`config.mk`:
```
export PLATFORM = sky130hd
export DESIGN_NAME = polygon_issue_unit
export DESIGN_NICKNAME = d
export VERILOG_FILES = /design/src/rtl/polygon_issue_unit.sv
export SDC_FILE = /design/constraint.sdc
export NUM_CORES = 1
export LEC_CHECK = 0
export CORE_MARGIN = 1.5
export CORE_UTILIZATION = 45
export CTS_BUF_LIST = sky130_fd_sc_hd__clkbuf_4 sky130_fd_sc_hd__clkbuf_8
export CTS_CLUSTER_SIZE = 24
export DETAILED_ROUTE_END_ITERATION = 6
export PLACE_DENSITY = 0.91
export SLEW_MARGIN = 20
export SYNTH_ARGS = -nofsm -noshare
export SYNTH_HDL_FRONTEND = slang
export SYNTH_SLANG_ARGS = --single-unit
```
`constraint.sdc`:
```
create_clock -name clk -period 3.9 [get_ports clk]
set_input_delay 0.585 -clock clk [delete_from_list [all_inputs] [get_ports clk]]
set_output_delay 0.585 -clock clk [all_outputs]
set_load 0.01 [all_outputs]
```
`src/rtl/polygon_issue_unit.sv`:
```
// Polygon issue unit: for each accepted pixel request, scans every polygon slot from a
// synchronous memory and issues one (pixel, polygon) pair per cycle with a slot tag.
module polygon_issue_unit #(
  parameter int unsigned NUM_SLOTS = 16,
  parameter int unsigned ADDR_W    = 4
) (
  input  logic              clk,
  input  logic              reset,
  input  logic              pixel_valid,
  input  logic [9:0]        pixel_x_in,
  input  logic [9:0]        pixel_y_in,
  output logic              ready,
  output logic [ADDR_W-1:0] mem_addr,
  output logic              mem_rd,
  input  logic [31:0]       mem_rdata,
  output logic [9:0]        pixel_x,
  output logic [9:0]        pixel_y,
  output logic [8:0]        ref_point_x,
  output logic [8:0]        ref_point_y,
  output logic [8:0]        in_color,
  output logic [3:0]        mult,
  output logic              form,
  output logic              in_bubble,
  output logic              out_valid,
  output logic [ADDR_W-1:0] out_slot,
  output logic              out_first,
  output logic              out_last
);

  localparam logic [ADDR_W-1:0] LastSlot = ADDR_W'(NUM_SLOTS - 1);

  typedef enum logic [1:0] {StIdle, StFetch, StIssue} state_e;

  state_e            state_q, state_d;
  logic [9:0]        req_x_q, req_x_d;
  logic [9:0]        req_y_q, req_y_d;
  logic [ADDR_W-1:0] rd_idx_q, rd_idx_d;
  logic [ADDR_W-1:0] addr_q, addr_d;
  logic              rd_q, rd_d;

  logic [9:0]        pix_x_q, pix_x_d;
  logic [9:0]        pix_y_q, pix_y_d;
  logic [8:0]        ref_x_q, ref_x_d;
  logic [8:0]        ref_y_q, ref_y_d;
  logic [8:0]        color_q, color_d;
  logic [3:0]        mult_q, mult_d;
  logic              form_q, form_d;
  logic              bubble_q, bubble_d;
  logic              valid_q, valid_d;
  logic [ADDR_W-1:0] slot_q, slot_d;
  logic              first_q, first_d;
  logic              last_q, last_d;

  // Memory entry fields
  logic       ent_form;
  logic [3:0] ent_mult;
  logic [8:0] ent_color;
  logic [8:0] ent_ref_y;
  logic [8:0] ent_ref_x;

  assign ent_form  = mem_rdata[31];
  assign ent_mult  = mem_rdata[30:27];
  assign ent_color = mem_rdata[26:18];
  assign ent_ref_y = mem_rdata[17:9];
  assign ent_ref_x = mem_rdata[8:0];

  always_comb begin
    state_d  = state_q;
    req_x_d  = req_x_q;
    req_y_d  = req_y_q;
    rd_idx_d = rd_idx_q;
    addr_d   = addr_q;
    rd_d     = rd_q;
    pix_x_d  = pix_x_q;
    pix_y_d  = pix_y_q;
    ref_x_d  = ref_x_q;
    ref_y_d  = ref_y_q;
    color_d  = color_q;
    mult_d   = mult_q;
    form_d   = form_q;
    slot_d   = slot_q;
    // Idle-cycle flag values; data fields hold their last issued value
    bubble_d = 1'b1;
    valid_d  = 1'b0;
    first_d  = 1'b0;
    last_d   = 1'b0;

    unique case (state_q)
      StIdle: begin
        if (pixel_valid) begin
          req_x_d = pixel_x_in;
          req_y_d = pixel_y_in;
          addr_d  = '0;
          rd_d    = 1'b1;
          state_d = StFetch;
        end
      end
      StFetch: begin
        addr_d   = ADDR_W'(1);
        rd_idx_d = '0;
        state_d  = StIssue;
      end
      StIssue: begin
        pix_x_d  = req_x_q;
        pix_y_d  = req_y_q;
        ref_x_d  = ent_ref_x;
        ref_y_d  = ent_ref_y;
        color_d  = ent_color;
        mult_d   = ent_mult;
        form_d   = ent_form;
        bubble_d = (ent_mult == 4'd0);
        valid_d  = 1'b1;
        slot_d   = rd_idx_q;
        first_d  = (rd_idx_q == '0);
        last_d   = (rd_idx_q == LastSlot);
        // Address saturates at the last slot; the read strobe ends once it was presented
        if (addr_q == LastSlot) begin
          rd_d = 1'b0;
        end else begin
          addr_d = addr_q + ADDR_W'(1);
        end
        if (rd_idx_q == LastSlot) begin
          state_d = StIdle;
        end else begin
          rd_idx_d = rd_idx_q + ADDR_W'(1);
        end
      end
      default: state_d = StIdle;
    endcase
  end

  always_ff @(posedge clk or posedge reset) begin
    if (reset) begin
      state_q  <= StIdle;
      req_x_q  <= '0;
      req_y_q  <= '0;
      rd_idx_q <= '0;
      addr_q   <= '0;
      rd_q     <= 1'b0;
      pix_x_q  <= '0;
      pix_y_q  <= '0;
      ref_x_q  <= '0;
      ref_y_q  <= '0;
      color_q  <= '0;
      mult_q   <= '0;
      form_q   <= 1'b0;
      bubble_q <= 1'b1;
      valid_q  <= 1'b0;
      slot_q   <= '0;
      first_q  <= 1'b0;
      last_q   <= 1'b0;
    end else begin
      state_q  <= state_d;
      req_x_q  <= req_x_d;
      req_y_q  <= req_y_d;
      rd_idx_q <= rd_idx_d;
      addr_q   <= addr_d;
      rd_q     <= rd_d;
      pix_x_q  <= pix_x_d;
      pix_y_q  <= pix_y_d;
      ref_x_q  <= ref_x_d;
      ref_y_q  <= ref_y_d;
      color_q  <= color_d;
      mult_q   <= mult_d;
      form_q   <= form_d;
      bubble_q <= bubble_d;
      valid_q  <= valid_d;
      slot_q   <= slot_d;
      first_q  <= first_d;
      last_q   <= last_d;
    end
  end

  assign ready       = (state_q == StIdle);
  assign mem_addr    = addr_q;
  assign mem_rd      = rd_q;
  assign pixel_x     = pix_x_q;
  assign pixel_y     = pix_y_q;
  assign ref_point_x = ref_x_q;
  assign ref_point_y = ref_y_q;
  assign in_color    = color_q;
  assign mult        = mult_q;
  assign form        = form_q;
  assign in_bubble   = bubble_q;
  assign out_valid   = valid_q;
  assign out_slot    = slot_q;
  assign out_first   = first_q;
  assign out_last    = last_q;

endmodule
```
==> Word level (Yosys, flattened, before mapping) <==
Index checks and enable logic that the tools add are counted.
{ "word_totals": {"inputBits": 55, "register_bits": 91, "output_inout_bits": 66, "wordCells": 55} }
{ "classes": {"n_reduce_logical": 11, "n_eq_ne": 9, "mux": 15, "addsub": 2} }
{ "op_table": {"columns": ["op", "n"], "rows": [
  ["2-to-1 mux 4 bit", 3],
  ["case mux 4 bit (3 select lines)", 1],
  ["!= test 2 bit (second input constant)", 5],
  ["adder 4 x 1 -> 4 bit (second input constant)", 2],
  ["equality test 4 bit (second input constant)", 2],
  ["logical NOT 4 bit", 2],
  ["case mux 4 bit (2 select lines)", 1],
  ["2-to-1 mux 1 bit", 6],
  ["case mux 2 bit (3 select lines)", 1],
  ["AND reduction 2 bit", 3],
  ["AND reduction 3 bit", 2],
  ["2-to-1 mux 2 bit", 2],
  ["nonzero test 2 bit", 2],
  ["nonzero test 3 bit", 1],
  ["equality test 2 x 1 -> 1 bit (second input constant)", 1],
  ["equality test 2 bit (second input constant)", 1],
  ["logical NOT 2 bit", 1],
  ["case mux 1 bit (2 select lines)", 1]
]} }

==> Longest topological paths before layout <==
Gate-level depths: netlist (run 1).
{ "logic_depth": {"word_depth": 3, "depth_mapped": 8, "mapped_depth_nobuf": 6} }

==> Worst setup path after synthesis (run 1) <==
Ideal clock, no wire load.
{ "synth_timing": {"path_kind": "flip-flop to flip-flop", "startpoint": "register state_q[0]", "endpoint": "register addr_q[3] (netlist: mem_addr[3])", "synth_period_minus_slack_ns": 1.825, "required_time_ns": 3.829, "setup_ns": 0.071, "t_arrival_ns": 1.754, "stages_incl_launch_ff": 8, "path_slack_ns": 2.075, "cell_sequence": "dfrtp_1 inv_1 ha_1 nor2b_4 or2_1 buf_6 or4_1 nand4_1"} }
{ "synth_via": {"elab_chain_cells": 3, "elab_cells_between_ends": 8, "classes_between": "4 x eq/ne; 1 x mux; 3 x reduce/logical"} }
{ "synth_rtl": {"columns": ["item", "line", "text"], "rows": [
  ["start, declared", "34", "state_e state_q, state_d;"],
  ["start signal, assigned", "134", "state_q <= StIdle;"],
  ["start signal, assigned", "153", "state_q <= state_d;"],
  ["logical NOT 2 bit *", null, null],
  ["net ready", "12", "output logic ready,"],
  ["!= test 2 bit (no source line) or nonzero test 3 bit (tied branches)", null, null],
  ["AND reduction 3 bit (no source line)", null, null],
  ["end signal, assigned", "157", "addr_q <= addr_d;"],
  ["end, declared", "38", "logic [ADDR_W-1:0] addr_q, addr_d;"]
]} }
The timed path passes the listed nets; every way through them passes the cells marked *.
A chain may end at the register's enable or synchronous reset.

==> Worst setup path after layout (run 1) <==
{ "layout_timing": {"startpoint": "register state_q[0]", "endpoint": "register addr_q[2] (netlist: mem_addr[2])"} }
{ "layout_via": {"elab_chain_cells": 3, "elab_cells_between_ends": 8, "classes_between": "4 x eq/ne; 1 x mux; 3 x reduce/logical"} }
{ "layout_rtl": {"columns": ["item", "line", "text"], "rows": [
  ["equality test 2 bit, or another cell as far along", "88", "unique case (state_q)"],
  ["!= test 2 bit (no source line) or nonzero test 3 bit (tied branches)", null, null],
  ["AND reduction 3 bit (no source line)", null, null]
]} }
Several ways; a longest one is shown, not always the timed one.

==> results of run 1 <==
==> sequential cells by signal (all words and copies together) (netlist names) <==
name,cells
state_q,2
out_last,1
out_first,1
out_valid,1
ref_point_x,9
in_color,9
mem_rd,1
rd_idx_q,4
req_x_q,10
pixel_y,10
req_y_q,10
ref_point_y,9
mem_addr,4
form,1
pixel_x,10
in_bubble,1
mult,4
out_slot,4
==> cells in the mapped netlist <==
| cell | instances | area [µm²] |
|---|---|---|
| a211oi_1 | 1 | 7.51 |
| and2_1 | 1 | 6.26 |
| or2_1 | 1 | 6.26 |
| inv_1 | 10 | 37.5 |
| buf_2 | 4 | 20.0 |
| a22o_2 | 1 | 10.0 |
| nor2b_4 | 1 | 13.8 |
| nand4_1 | 4 | 25.0 |
| mux2i_1 | 1 | 10.0 |
| or4_1 | 1 | 7.51 |
| buf_6 | 1 | 11.3 |
| dfrtp_1 | 90 | 2250 |
| clkbuf_1 | 4 | 15.0 |
| nand4b_1 | 1 | 8.76 |
| o22ai_1 | 2 | 12.5 |
| a21oi_1 | 4 | 20.0 |
| mux2_2 | 77 | 867 |
| nor4b_1 | 1 | 8.76 |
| nor3_1 | 2 | 10.0 |
| buf_4 | 1 | 7.51 |
| nor2_1 | 5 | 18.8 |
| dfstp_2 | 1 | 26.3 |
| nand2_1 | 11 | 41.3 |
| ha_1 | 6 | 75.1 |
| a21o_2 | 1 | 8.76 |
| a211o_1 | 1 | 8.76 |
| nand3_1 | 6 | 30.0 |
| o21ai_0 | 3 | 15.0 |
| buf_1 | 1 | 3.75 |
| o41ai_1 | 1 | 8.76 |
| nor4_1 | 1 | 6.26 |
| o311ai_0 | 1 | 8.76 |
==> worst register-to-register path: cells and delay by family, from the launching register on <==
| kind | cells | cell delay (ps) |
|---|---|---|
| adders and majority gates | 1 | 650 |
| DFF | 1 | 400 |
| buffers and inverters | 3 | 820 |
| AOI/OAI and AO/OA | 2 | 190 |
| and+or+nand+nor | 1 | 310 |
==> cell families (layout without fill, tap and decap cells) <==
logic type	Yosys count	after routing	synth area share (%)
flip-flops	91	91	63.1
buffers and inverters	21	148	2.64
multiplexers	78	78	24.3
adder cells (fa/ha/maj)	6	6	2.08
AND/OR/NAND/NOR	35	35	5.06
AO/OA/AOI/OAI	15	15	2.77
==> placed cells by master, fill, tap and decap left out, types with 3 or more instances in the layout <==
| cell type | Yosys | final |
|---|---|---|
| clkdlybuf4s50_1 | 0 | 120 |
| ha_1 | 6 | 5 |
| o21ai_0 | 3 | 3 |
| nand4_1 | 4 | 4 |
| dfrtp_1 | 90 | 90 |
| nand3_1 | 6 | 6 |
| nand2_1 | 11 | 11 |
| mux2_2 | 77 | 77 |
| clkbuf_8 | 0 | 11 |
| nor2_1 | 5 | 5 |
| inv_1 | 10 | 9 |
| a21oi_1 | 4 | 4 |
==> layer usage <==
metal  part of all wire (%)  track usage (%)
met2                     53             30.1
met4                   0.82             5.77
met3                    6.3             4.93
met5                      0                0
met1                     40             20.5
==> layout make-up <==
class	count	area share, %
inverters	10	0.760
well taps	102	2.50
clock buffers	12	3.11
repair buffers	122	24.1
multi-input cells	134	24.3
flip-flops and latches	91	44.7
clock inverters	4	0.638
==> metrics by stage <==
stage / area (µm²) / cells / worst slack (ps)
after floorplan: 3610 / 246 / 953
final: 5100 / 475 / 1410
after global placement: 4910 / 459 / 1480
after detailed placement: 4910 / 459 / 1400
after CTS: 5100 / 475 / 1390
after global routing: 5100 / 475 / 1130
==> report_power, final <==
group	switching [W]	internal [W]	leakage [nW]
clock network	0.000323	0.000279	0.0930
registers	0.000239	0.00139	1.10
logic	0.000672	0.00109	0.950
==> worst max path at each step <==
stage / startpoint / end / slack, ps
finish: state_q[0]$_DFFE_PP0P_ / mem_addr[2]$_DFFE_PP0P_ / 1410
global route: state_q[0]$_DFFE_PP0P_ / mem_addr[2]$_DFFE_PP0P_ / 1130
CTS: state_q[0]$_DFFE_PP0P_ / mem_addr[2]$_DFFE_PP0P_ / 1390
detailed placement: state_q[0]$_DFFE_PP0P_ / mem_addr[2]$_DFFE_PP0P_ / 1400
global placement: state_q[0]$_DFFE_PP0P_ / mem_addr[0]$_DFFE_PP0P_ / 1480
floorplan: reset / form$_DFFE_PP0P_ / 950
==> qor.txt, run 1 <==
sequential area share after synthesis: 63.1%
worst hold path class: register to register
drt drc: 0
post-CTS resize count: 0
Pwr per Cell Area: 781 mW/mm²
DR vias: 2372
TritonCTS buffer count: 9
Std-Cell Rows: 32
r2r setup slk: 1410 ps
final-stage net count: 429
delay-heaviest family, CP: buffers and inverters
worst-path fanout max: 40
RR Endpoint: mem_addr[2]$_DFFE_PP0P_
drt wl/cell: 15.2 µm
TritonCTS sink count: 91
Hold Crit Endpoint: pixel_x[4]$_DFFE_PP0P_
critical-path cell list: inv_1, ha_2, buf_4, inv_1, nor4_1, a21oi_1, o311ai_0
DP HPWL: 5230 µm
kind of critical path: register to register
Final Hold Fails: 0
hold path depth: 1
TritonCTS clock tree: yes
outcome: completed
Iteration-0 DRC Markers: 59
layout cells sized above 1: 27.1%
Via density: 4.99
CTS Root Cell: clkbuf_8
Post-Synthesis Cell Area: 0.00361 mm²
worst r2r src: state_q[0]$_DFFE_PP0P_
setup TNS: 0 ps
Finished Core Util: 66.0%
CP max-delay cell: ha_2
sequential standard cell area: 0.00228 mm²
vias in the first global route: 2401
Final period util: 63.9%
Worst Min Path Start: req_x_q[4]$_DFFE_PP0P_
Max IR drop VDD: 0.417 mV
initial antenna violation count: 0
Layout area overhead: 41.4%
Worst setup SP type: register
Pre-antenna DRT Iters: 4
FF-to-FF path depth: 7
Syn Nets: 307
PortBufs: 120
global route overflow: 0
Multi-input gate area: 0.00124 mm²
Worst path max stage delay: 650 ps
die area: 0.00856 mm²
Setup-failing EPs final: 0
Final Critical Period: 2490 ps
CP most frequent cell: inv_1
Clock Tree Buf Depth: 2
Chip Height: 92.5 µm
Min Hold Slack: 506 ps
register bit total from synthesis: 91
CP required: 4120 ps
Syn. warnings: 0
routability cong.: 0.839
worst slew pin tran: 848 ps
Stages on worst setup path: 7
total track usage: 17.3%
Core Footprint: 0.00773 mm²
total power draw: 0.00398 W
Worst-Skew Late Latency: 350 ps
starting density of the core: 46.7%
Mapped Avg Cell Area: 14.7 µm²
WL final: 7200 µm
Max-Cap Viols: 0
CP arrival: 2710 ps
cells after synthesis: 246
count of cell types in the netlist: 32
Peak Freq: 401 MHz
crit path capture type: register
largest net degree at the start of global routing: 51
global-route wire length before repair: 11600 µm
CTS Hold Bufs: 0
clock skew: 12.2 ps
final slew viol count: 0
RSZ-0062 raised after global routing: false
post-CTS setup buffers: 0
Die Width: 92.5 µm
Buf+Inv Stages, Crit Path: 3
Post-DRT Antenna Nets: 0
fill count: 568
P_leak: 2.14 nW
H-tree depth: 3
worst rel slew slack: 43.3%
Boundary Pins: 121
# diodes: 0
Clock transition at path regs: 90 ps
(Power assumes the default switching activity.)
==> run 2, diff against run 1 <==
--- a/config.mk
+++ b/config.mk
@@ -6,11 +6,11 @@
 export NUM_CORES = 1
 export LEC_CHECK = 0
 export CORE_MARGIN = 1.5
-export CORE_UTILIZATION = 45
+export CORE_UTILIZATION = 42
 export CTS_BUF_LIST = sky130_fd_sc_hd__clkbuf_4 sky130_fd_sc_hd__clkbuf_8
 export CTS_CLUSTER_SIZE = 24
 export DETAILED_ROUTE_END_ITERATION = 6
-export PLACE_DENSITY = 0.91
+export PLACE_DENSITY = 0.89
 export SLEW_MARGIN = 20
 export SYNTH_ARGS = -nofsm -noshare
 export SYNTH_HDL_FRONTEND = slang
==> constraint.sdc (replaced) <==
create_clock -name clk -period 2.13 [get_ports clk]
set_input_delay 0.3195 -clock clk [delete_from_list [all_inputs] [get_ports clk]]
set_output_delay 0.3195 -clock clk [all_outputs]
set_load 0.01 [all_outputs]
==> run 2 against run 1 <==
Against the previous run: non-clock buffer count increased by 4; cell count is 1.5% higher; first-iteration DRC count fell by 5.1%; critical endpoint is now ready; worst setup slack got worse by 1300 ps.
==> qor.txt, run 2 (synthesized netlist as in run 1, its figures left out) <==
PortBufs: 120
vias in the first global route: 2471
Final Hold Fails: 0
highest-count cells in the layout ignoring fill and taps: clkdlybuf4s50_1, dfrtp_1, mux2_2
Final Instance Area: 0.00512 mm²
global route overflow: 0
WL final: 7080 µm
Peak Freq: 506 MHz
reported net switching power: 0.00223 W
CP endpoint: ready
drt wl/cell: 14.7 µm
largest net degree at the start of global routing: 52
initial antenna violation count: 0
DP HPWL: 5050 µm
fill count: 641
CTS Hold Bufs: 0
kind of critical path: register to output pin
worst rel slew slack: 57.6%
Layout area overhead: 42.0%
Post-DRT Antenna Nets: 0
Worst-Skew Late Latency: 340 ps
DR vias: 2421
instance area at placement: 0.00493 mm²
Via density: 5.02
crit path capture type: output pin
Clock Tree Buf Depth: 2
total power draw: 0.00729 W
worst-path fanout max: 6
Setup crit start: state_q[0]$_DFFE_PP0P_
CP arrival: 1660 ps
Die Width: 95.7 µm
P_leak: 2.15 nW
Pre-antenna DRT Iters: 4
RR Endpoint: mem_addr[3]$_DFFE_PP0P_
clock skew: 13.8 ps
die area: 0.00916 mm²
drt drc: 0
worst hold path class: input pin to asynchronous set/reset pin
starting density of the core: 43.7%
Gate power share: 44.7%
CP required: 1810 ps
Min Hold Slack: 477 ps
Final period util: 92.7%
r2r setup slk: 280 ps
sw frac: 30.7%
RSZ-0062 raised after global routing: false
outcome: completed
Internal Pwr Total: 0.00505 W
TritonCTS sink count: 91
Setup-failing EPs final: 0
# diodes: 0
FF-to-FF path depth: 6
commonest non-fill, non-tap cell in the layout: clkdlybuf4s50_1
placed cell count: 466
Sequential Power Share: 40.5%
global-route wire length before repair: 11100 µm
TritonCTS buffer count: 9
worst slew pin tran: 636 ps
Clock power frac: 14.8%
Iteration-0 DRC Markers: 56
H-tree depth: 3
TritonCTS clock tree: yes
layout cells sized above 1: 28.1%
post-CTS setup buffers: 0
Core Footprint: 0.00826 mm²
final-stage net count: 433
Pwr per Cell Area: 1420 mW/mm²
routability cong.: 0.773
Std-Cell Rows: 33
Max IR drop VDD: 0.752 mV
Boundary Pins: 121
Clock transition at path regs: 100 ps
Max-Cap Viols: 0
Chip Height: 95.7 µm
final slew viol count: 0
CTS Root Cell: clkbuf_8
worst r2r src: state_q[0]$_DFFE_PP0P_
Worst setup SP type: register
Final Critical Period: 1970 ps
total track usage: 15.9%
fin cells: 482
setup TNS: 0 ps
[run 2: cell types whose count changed in the layout (fill, tap and decap cells not counted), sizes merged]
cell and delta:
clkbuf -1, clkinv +1, buf +4
[run 2: how the worst min path moves through the flow]
| stage | start | to | slack [ps] | cells after the start |
|---|---|---|---|---|
| global placement | req_x_q[6]$_DFFE_PP0P_ | pixel_x[6]$_DFFE_PP0P_ | 480 | 1 |
| CTS | reset | req_x_q[8]$_DFFE_PP0P_ | 470 | 3 |
| detailed placement | req_x_q[8]$_DFFE_PP0P_ | pixel_x[8]$_DFFE_PP0P_ | 490 | 1 |
| floorplan | mem_rdata[30] | in_bubble$_DFF_PP1_ | 370 | 1 |
| global route | reset | in_color[3]$_DFFE_PP0P_ | 500 | 3 |
| finish | reset | form$_DFFE_PP0P_ | 480 | 3 |
[run 2: worst max-delay path, cell delays in order, from the launching register on]
cell             delay [ps]
dfrtp_1                 420
inv_1                   100
ha_2                    240
clkdlybuf4s50_1         550
[run 2: metrics by stage]
step           worst slack, ps  util (%)
3_3_place_gp               254      59.8
3_5_place_dp               216      59.8
2_1_floorplan              305         -
6_report                   155      62.0
4_1_cts                   93.3      62.0
5_1_grt                   58.7      62.0
[run 2: power groups by stage]
stage	clock (W)	combinational, W	sequential [W]
floorplan	0	0.00150	0.00319
global placement	0	0.00320	0.00293
finish	0.00108	0.00326	0.00295
CTS	0.00112	0.00331	0.00296
global route	0.00120	0.00352	0.00306
detailed placement	0	0.00330	0.00299
[run 2: final cells by class]
class / count / area (µm²) / area share [%]
multi-input combinational: 134 / 1240 / 24.2
tap: 105 / 131 / 2.56
clock inverter: 5 / 35.0 / 0.684
inverter: 10 / 41.3 / 0.806
timing repair buffer: 126 / 1250 / 24.3
sequential: 91 / 2280 / 44.5
clock buffer: 11 / 151 / 2.95
[run 2: what timing repair did]
item                                   4_1_cts  5_1_grt
setup endpoints to repair                    0        1
resized for setup                            0        1
endpoints found under the hold margin        0        0
[run 2: per-layer routing]
metal | GRT usage, % | wire length, µm | vias up
li1 | - | - | 1118
met1 | 18.5 | 2850 | 1197
met2 | 27.2 | 3560 | 98
met3 | 5.53 | 615 | 8
met4 | 5.64 | 61 | 0
met5 | 0 | 0 | -
